### config.mk
export PLATFORM = sky130hd
export DESIGN_NAME = stackcpu_result_log
export DESIGN_NICKNAME = d
export VERILOG_FILES = /design/src/rtl/stackcpu_result_log_pkg.sv /design/src/rtl/stackcpu_result_log_result_fifo.sv /design/src/rtl/stackcpu_result_log.sv
export SDC_FILE = /design/constraint.sdc
export NUM_CORES = 1
export LEC_CHECK = 0
export ABC_CLOCK_PERIOD_IN_PS = 3600
export CAP_MARGIN = 20
export CORE_MARGIN = 5
export CORE_UTILIZATION = 62
export CTS_BUF_LIST = sky130_fd_sc_hd__clkbuf_8
export CTS_CLUSTER_DIAMETER = 40
export CTS_CLUSTER_SIZE = 24
export DETAILED_ROUTE_END_ITERATION = 10
export PLACE_DENSITY = 0.84
export SETUP_SLACK_MARGIN = 0.4
export SLEW_MARGIN = 0
export SYNTH_ARGS = -nofsm -noshare
export SYNTH_HDL_FRONTEND = slang
export SYNTH_SLANG_ARGS = --single-unit
export TNS_END_PERCENT = 20
### constraint.sdc
create_clock -name clk -period 3.6 [get_ports clk]
set_clock_uncertainty 0.2 [all_clocks]
set_input_delay 1.08 -clock clk [delete_from_list [all_inputs] [get_ports clk]]
set_output_delay 1.08 -clock clk [all_outputs]
set_load 0.02 [all_outputs]
### src/rtl/stackcpu_result_log_pkg.sv
// Shared types and default sizes for the stack CPU result capture log.
package stackcpu_result_log_pkg;

  localparam int unsigned DATA_WIDTH_DEF = 16;
  localparam int unsigned PC_WIDTH_DEF   = 8;
  localparam int unsigned LOG_DEPTH_DEF  = 8;
  localparam int unsigned DROP_WIDTH     = 8;

  typedef enum logic [1:0] {
    LOG_IDLE    = 2'd0,
    LOG_CAPTURE = 2'd1,
    LOG_FROZEN  = 2'd2
  } log_state_t;

endpackage

### src/rtl/stackcpu_result_log_result_fifo.sv
// Synchronous power-of-two FIFO with combinational head read; the caller
// guarantees no push when full without a pop and no pop when empty.
module result_fifo #(
  parameter  int unsigned WIDTH = 8,
  parameter  int unsigned DEPTH = 8,
  localparam int unsigned AW    = $clog2(DEPTH),
  localparam int unsigned CW    = AW + 1
) (
  input  logic             clk,
  input  logic             rst_n,
  input  logic             clear,
  input  logic             push,
  input  logic             pop,
  input  logic [WIDTH-1:0] wdata,
  output logic [WIDTH-1:0] rdata,
  output logic [CW-1:0]    count,
  output logic             full,
  output logic             empty
);

  logic [WIDTH-1:0] mem [DEPTH];
  logic [AW-1:0]    wr_ptr;
  logic [AW-1:0]    rd_ptr;

  // Storage is reset too so the head reads zero straight out of reset.
  always_ff @(posedge clk or negedge rst_n) begin
    if (!rst_n) begin
      wr_ptr <= '0;
      rd_ptr <= '0;
      count  <= '0;
      for (int i = 0; i < int'(DEPTH); i++) mem[i] <= '0;
    end else if (clear) begin
      wr_ptr <= '0;
      rd_ptr <= '0;
      count  <= '0;
    end else begin
      if (push) begin
        mem[wr_ptr] <= wdata;
        wr_ptr      <= wr_ptr + AW'(1);
      end
      if (pop) rd_ptr <= rd_ptr + AW'(1);
      count <= count + CW'(push) - CW'(pop);
    end
  end

  assign rdata = mem[rd_ptr];
  assign full  = (count == CW'(DEPTH));
  assign empty = (count == '0);

endmodule

### src/rtl/stackcpu_result_log.sv
// Captures CPU results with pc/error into a FIFO, freezes on halt or error,
// and keeps sticky post-mortem status (halt pc, overflow, drop count).
module stackcpu_result_log
  import stackcpu_result_log_pkg::*;
#(
  parameter  int unsigned DATA_WIDTH = DATA_WIDTH_DEF,
  parameter  int unsigned PC_WIDTH   = PC_WIDTH_DEF,
  parameter  int unsigned LOG_DEPTH  = LOG_DEPTH_DEF,
  localparam int unsigned CNT_WIDTH  = $clog2(LOG_DEPTH) + 1,
  localparam int unsigned ENT_WIDTH  = 1 + PC_WIDTH + DATA_WIDTH
) (
  input  logic                  clk,
  input  logic                  reset,
  input  logic                  clear,
  input  logic [DATA_WIDTH-1:0] result,
  input  logic                  valid_result,
  input  logic                  error,
  input  logic                  halt,
  input  logic [PC_WIDTH-1:0]   pc,
  output logic                  rd_valid,
  input  logic                  rd_ready,
  output logic [DATA_WIDTH-1:0] rd_result,
  output logic [PC_WIDTH-1:0]   rd_pc,
  output logic                  rd_err,
  output logic [CNT_WIDTH-1:0]  count,
  output logic                  full,
  output logic                  overflow,
  output logic [DROP_WIDTH-1:0] drop_count,
  output logic [1:0]            state,
  output logic [PC_WIDTH-1:0]   halt_pc
);

  log_state_t           state_q;
  log_state_t           state_d;
  logic                 fifo_empty;
  logic                 wr_req;
  logic                 pop;
  logic                 push;
  logic                 drop;
  logic [ENT_WIDTH-1:0] head;

  assign wr_req = valid_result && (state_q != LOG_FROZEN) && !clear;
  assign pop    = rd_valid && rd_ready && !clear;
  assign push   = wr_req && (!full || pop);
  assign drop   = wr_req && full && !pop;

  result_fifo #(
    .WIDTH (ENT_WIDTH),
    .DEPTH (LOG_DEPTH)
  ) u_fifo (
    .clk   (clk),
    .rst_n (reset),
    .clear (clear),
    .push  (push),
    .pop   (pop),
    .wdata ({error, pc, result}),
    .rdata (head),
    .count (count),
    .full  (full),
    .empty (fifo_empty)
  );

  assign rd_valid                    = !fifo_empty;
  assign {rd_err, rd_pc, rd_result} = head;
  assign state                       = state_q;

  // Next-state: clear wins, then freeze, then first result starts capture.
  always_comb begin
    state_d = state_q;
    if (clear) begin
      state_d = LOG_IDLE;
    end else begin
      case (state_q)
        LOG_IDLE: begin
          if (halt || error)     state_d = LOG_FROZEN;
          else if (valid_result) state_d = LOG_CAPTURE;
        end
        LOG_CAPTURE: if (halt || error) state_d = LOG_FROZEN;
        LOG_FROZEN:  state_d = LOG_FROZEN;
        default:     state_d = LOG_IDLE;
      endcase
    end
  end

  always_ff @(posedge clk or negedge reset) begin
    if (!reset) state_q <= LOG_IDLE;
    else        state_q <= state_d;
  end

  // Sticky status; halt_pc is taken only on the cycle that freezes the log.
  always_ff @(posedge clk or negedge reset) begin
    if (!reset) begin
      halt_pc    <= '0;
      overflow   <= 1'b0;
      drop_count <= '0;
    end else if (clear) begin
      halt_pc    <= '0;
      overflow   <= 1'b0;
      drop_count <= '0;
    end else begin
      if ((state_q != LOG_FROZEN) && (halt || error)) halt_pc <= pc;
      if (drop) begin
        overflow <= 1'b1;
        if (drop_count != {DROP_WIDTH{1'b1}}) drop_count <= drop_count + DROP_WIDTH'(1);
      end
    end
  end

endmodule

==> results_dict.tcl <==
set metrics [dict create \
    first_global_vias 7089 \
    dp.cells 969 \
    finalSetupViolCount 0 \
    fin_ws_ns 0.0392 \
    post_drt_wl_per_cell_um 22.1 \
    io_pins 81 \
    async_flop_share_pct 100 \
    syn_inst 681 \
    worstSetupPathType "flip-flop to output pin" \
    critPathBufInv 3 \
    grt.total_usage_pct 23.9 \
    slew_headroom_pct 55.5 \
    cap_viol_max_count 0 \
    synth_cell_type_count 45 \
    synth_top_area_share_pct 54.0 \
    status "finished clean" \
    vdd_drop_max_uv 480 \
    slew_viol_final 0 \
    synth_edf_count 0 \
    post_dp_cell_area_um2 11800 \
    worstMarginPinSlew_ns 0.667 \
    die_area_um2 19800 \
    drc_errors 0 \
    place_hpwl_um 14500 \
    start_util_pct 63.5 \
    drive_gt1_share_pct 50.5 \
    whs_ns 0.269 \
    min_period_over_period_pct 98.9 \
    finalPower_uw 8460 \
    yosysSeqAreaShare_pct 54.0 \
    ys_top_cells_by_area "dfrtp_1, mux2_2, mux4_2" \
    start_kind "flip-flop" \
    antenna_found_initial 0 \
    io_buffer_count 80 \
    core_um2 16700 \
    rsz0062_at_grt "yes" \
    ant_nets 0 \
    diodes 0 \
    crit_chain "buf_12 -> buf_4 -> mux4_2 -> mux2_2 -> buf_2" \
    drtIter0Drc 306 \
    crit_fanout 9 \
    grt_max_degree 84 \
    power_density_nw_per_um2 669 \
    fin_area_um2 12600 \
    clock_latency_ns 0.59 \
    cp_slowest_stage_delay_ns 0.53 \
    crit_path_end_kind "output pin" \
    syn-mean-instance-area_um2 15.6 \
    rr_startpoint "state[0]$_DFFE_PN0P_" \
    syn2layout_area_growth_pct 19.2 \
    yosys_warnings 0 \
    hold_path_class "primary input to asynchronous set/reset pin" \
    clock_sinks 229 \
    hold_viol_final 0 \
    fmax_ghz 0.281 \
    grt_pass1_wl_um 38000 \
    worstPathArrival_ns 2.28 \
    min_period_ns 3.56 \
    rows 47 \
    overflow 0 \
    final_cell_mix "dfrtp_1, mux2_2, clkdlybuf4s50_1" \
    htreeDepth 1 \
    cts_root_buffer "clkbuf_8" \
    fin_nets 841 \
    fillers 982 \
    yosys.area.top_type "dfrtp_1" \
    cp_slowest_cell "dfrtp_4" \
    cts_tree "built" \
    crit_family "multiplexers" \
    leakagePower_uw 0.00590 \
    clk_pin_slew_ns 0.08 \
    fin_cells 1040 \
    vias 6264 \
    dr.pass1.iters 5 \
    critPathLaunch "u_fifo.rd_ptr[0]$_DFFE_PN0P_" \
    syn-num-nets 725 \
    required_ns 2.32 \
    place_congestion 0.776 \
    synthFlopType "dfrtp_1" \
    final_common_cell "dfrtp_1" \
    vias_per_cell 6.02 \
    die_x_um 141 \
    routed_wirelength_um 23000 \
    place_ws_ns 0.124 \
    cts_buffers 29 \
    cts_buffer_depth 3 \
    syn-cell-area_um2 10600 \
    yosys_register_bits 229 \
    die_height_um 141 \
]
-- sequential cells by signal (all words and copies together), names as in the netlist --
name           count
drop_count         8
halt_pc            8
overflow           1
state              2
u_fifo.count       4
u_fifo.mem       200
u_fifo.rd_ptr      3
u_fifo.wr_ptr      3
-- final cells by class --
cell class / instances / area, µm² / share of cell area [%]
clock buffers: 32 / 440 / 3.48
inverters: 7 / 26.3 / 0.208
flip-flops and latches: 229 / 5740 / 45.4
multi-input cells: 406 / 4620 / 36.5
repair buffers: 124 / 1330 / 10.5
well taps: 220 / 275 / 2.18
clock inverters: 22 / 214 / 1.69
-- report_power, final --
| group | internal, µW | switching [µW] | leakage (µW) |
|---|---|---|---|
| Clock | 962 | 1090 | 0.000324 |
| Combinational | 1740 | 1250 | 0.00250 |
| Sequential | 3100 | 316 | 0.00307 |
-- metrics by stage --
step | utilization, % | setup TNS [ns]
2_1_floorplan | - | 0
3_3_place_gp | 70.6 | 0
3_5_place_dp | 70.6 | 0
4_1_cts | 75.2 | 0
5_1_grt | 75.7 | -0.146
6_report | 75.7 | 0
-- per-layer routing --
| metal | part of all wire (%) | track usage [%] | wire length (µm) | up-vias |
|---|---|---|---|---|
| met5 | 0 | 0 | 0 | - |
| met2 | 51 | 40.4 | 11700 | 134 |
| met3 | 3.8 | 4.33 | 864 | 47 |
| met1 | 43 | 32.2 | 9950 | 3327 |
| met4 | 2.2 | 6.58 | 508 | 0 |
| li1 | - | - | - | 2756 |
-- worst paths after layout --
path / to / slack [ns] / cells after the start
max in group asynchronous: u_fifo.mem[59]$_DFFE_PN0P_ / 2.05 / 2
min in group clk: u_fifo.mem[49]$_DFFE_PN0P_ / 0.30 / 1
setup reg to reg: u_fifo.mem[106]$_DFFE_PN0P_ / 0.91 / 7
setup / recovery: rd_result[3] / 0.04 / 5
hold reg to reg: u_fifo.mem[49]$_DFFE_PN0P_ / 0.30 / 1
hold / removal: u_fifo.mem[150]$_DFFE_PN0P_ / 0.27 / 1
-- cell usage after synthesis, types with 3 or more instances --
cell type and instances:
dfrtp_1 229, mux2_2 226, mux4_2 50, nand2_1 23
a21oi_1 17, clkbuf_1 14, ha_1 12, and3_1 8
nor2_1 8, buf_2 7, buf_4 7, buf_6 7
inv_1 7, nor2b_1 7, nand2b_1 6, o21ai_0 5
nand3_1 4, nand2_2 3, nor3b_1 3
-- what timing repair did --
item,4_1_cts,5_1_grt
setup buffers,16,0
hold buffers,0,0
gates resized for setup,124,30
cloned,1,0
setup endpoints to repair,27,27
-- logic make-up (layout without fill, tap and decap cells) --
family | after synthesis | after routing | share of synthesized area, %
AND/OR/NAND/NOR | 78 | 78 | 4.20
buffers and inverters | 46 | 185 | 2.95
AO/OA/AOI/OAI | 32 | 32 | 1.99
flip-flops | 229 | 229 | 54.0
multiplexers | 279 | 279 | 34.9
XOR/XNOR | 4 | 4 | 0.330
adder cells (fa/ha/maj) | 13 | 13 | 1.60
(Power assumes the default switching activity.)
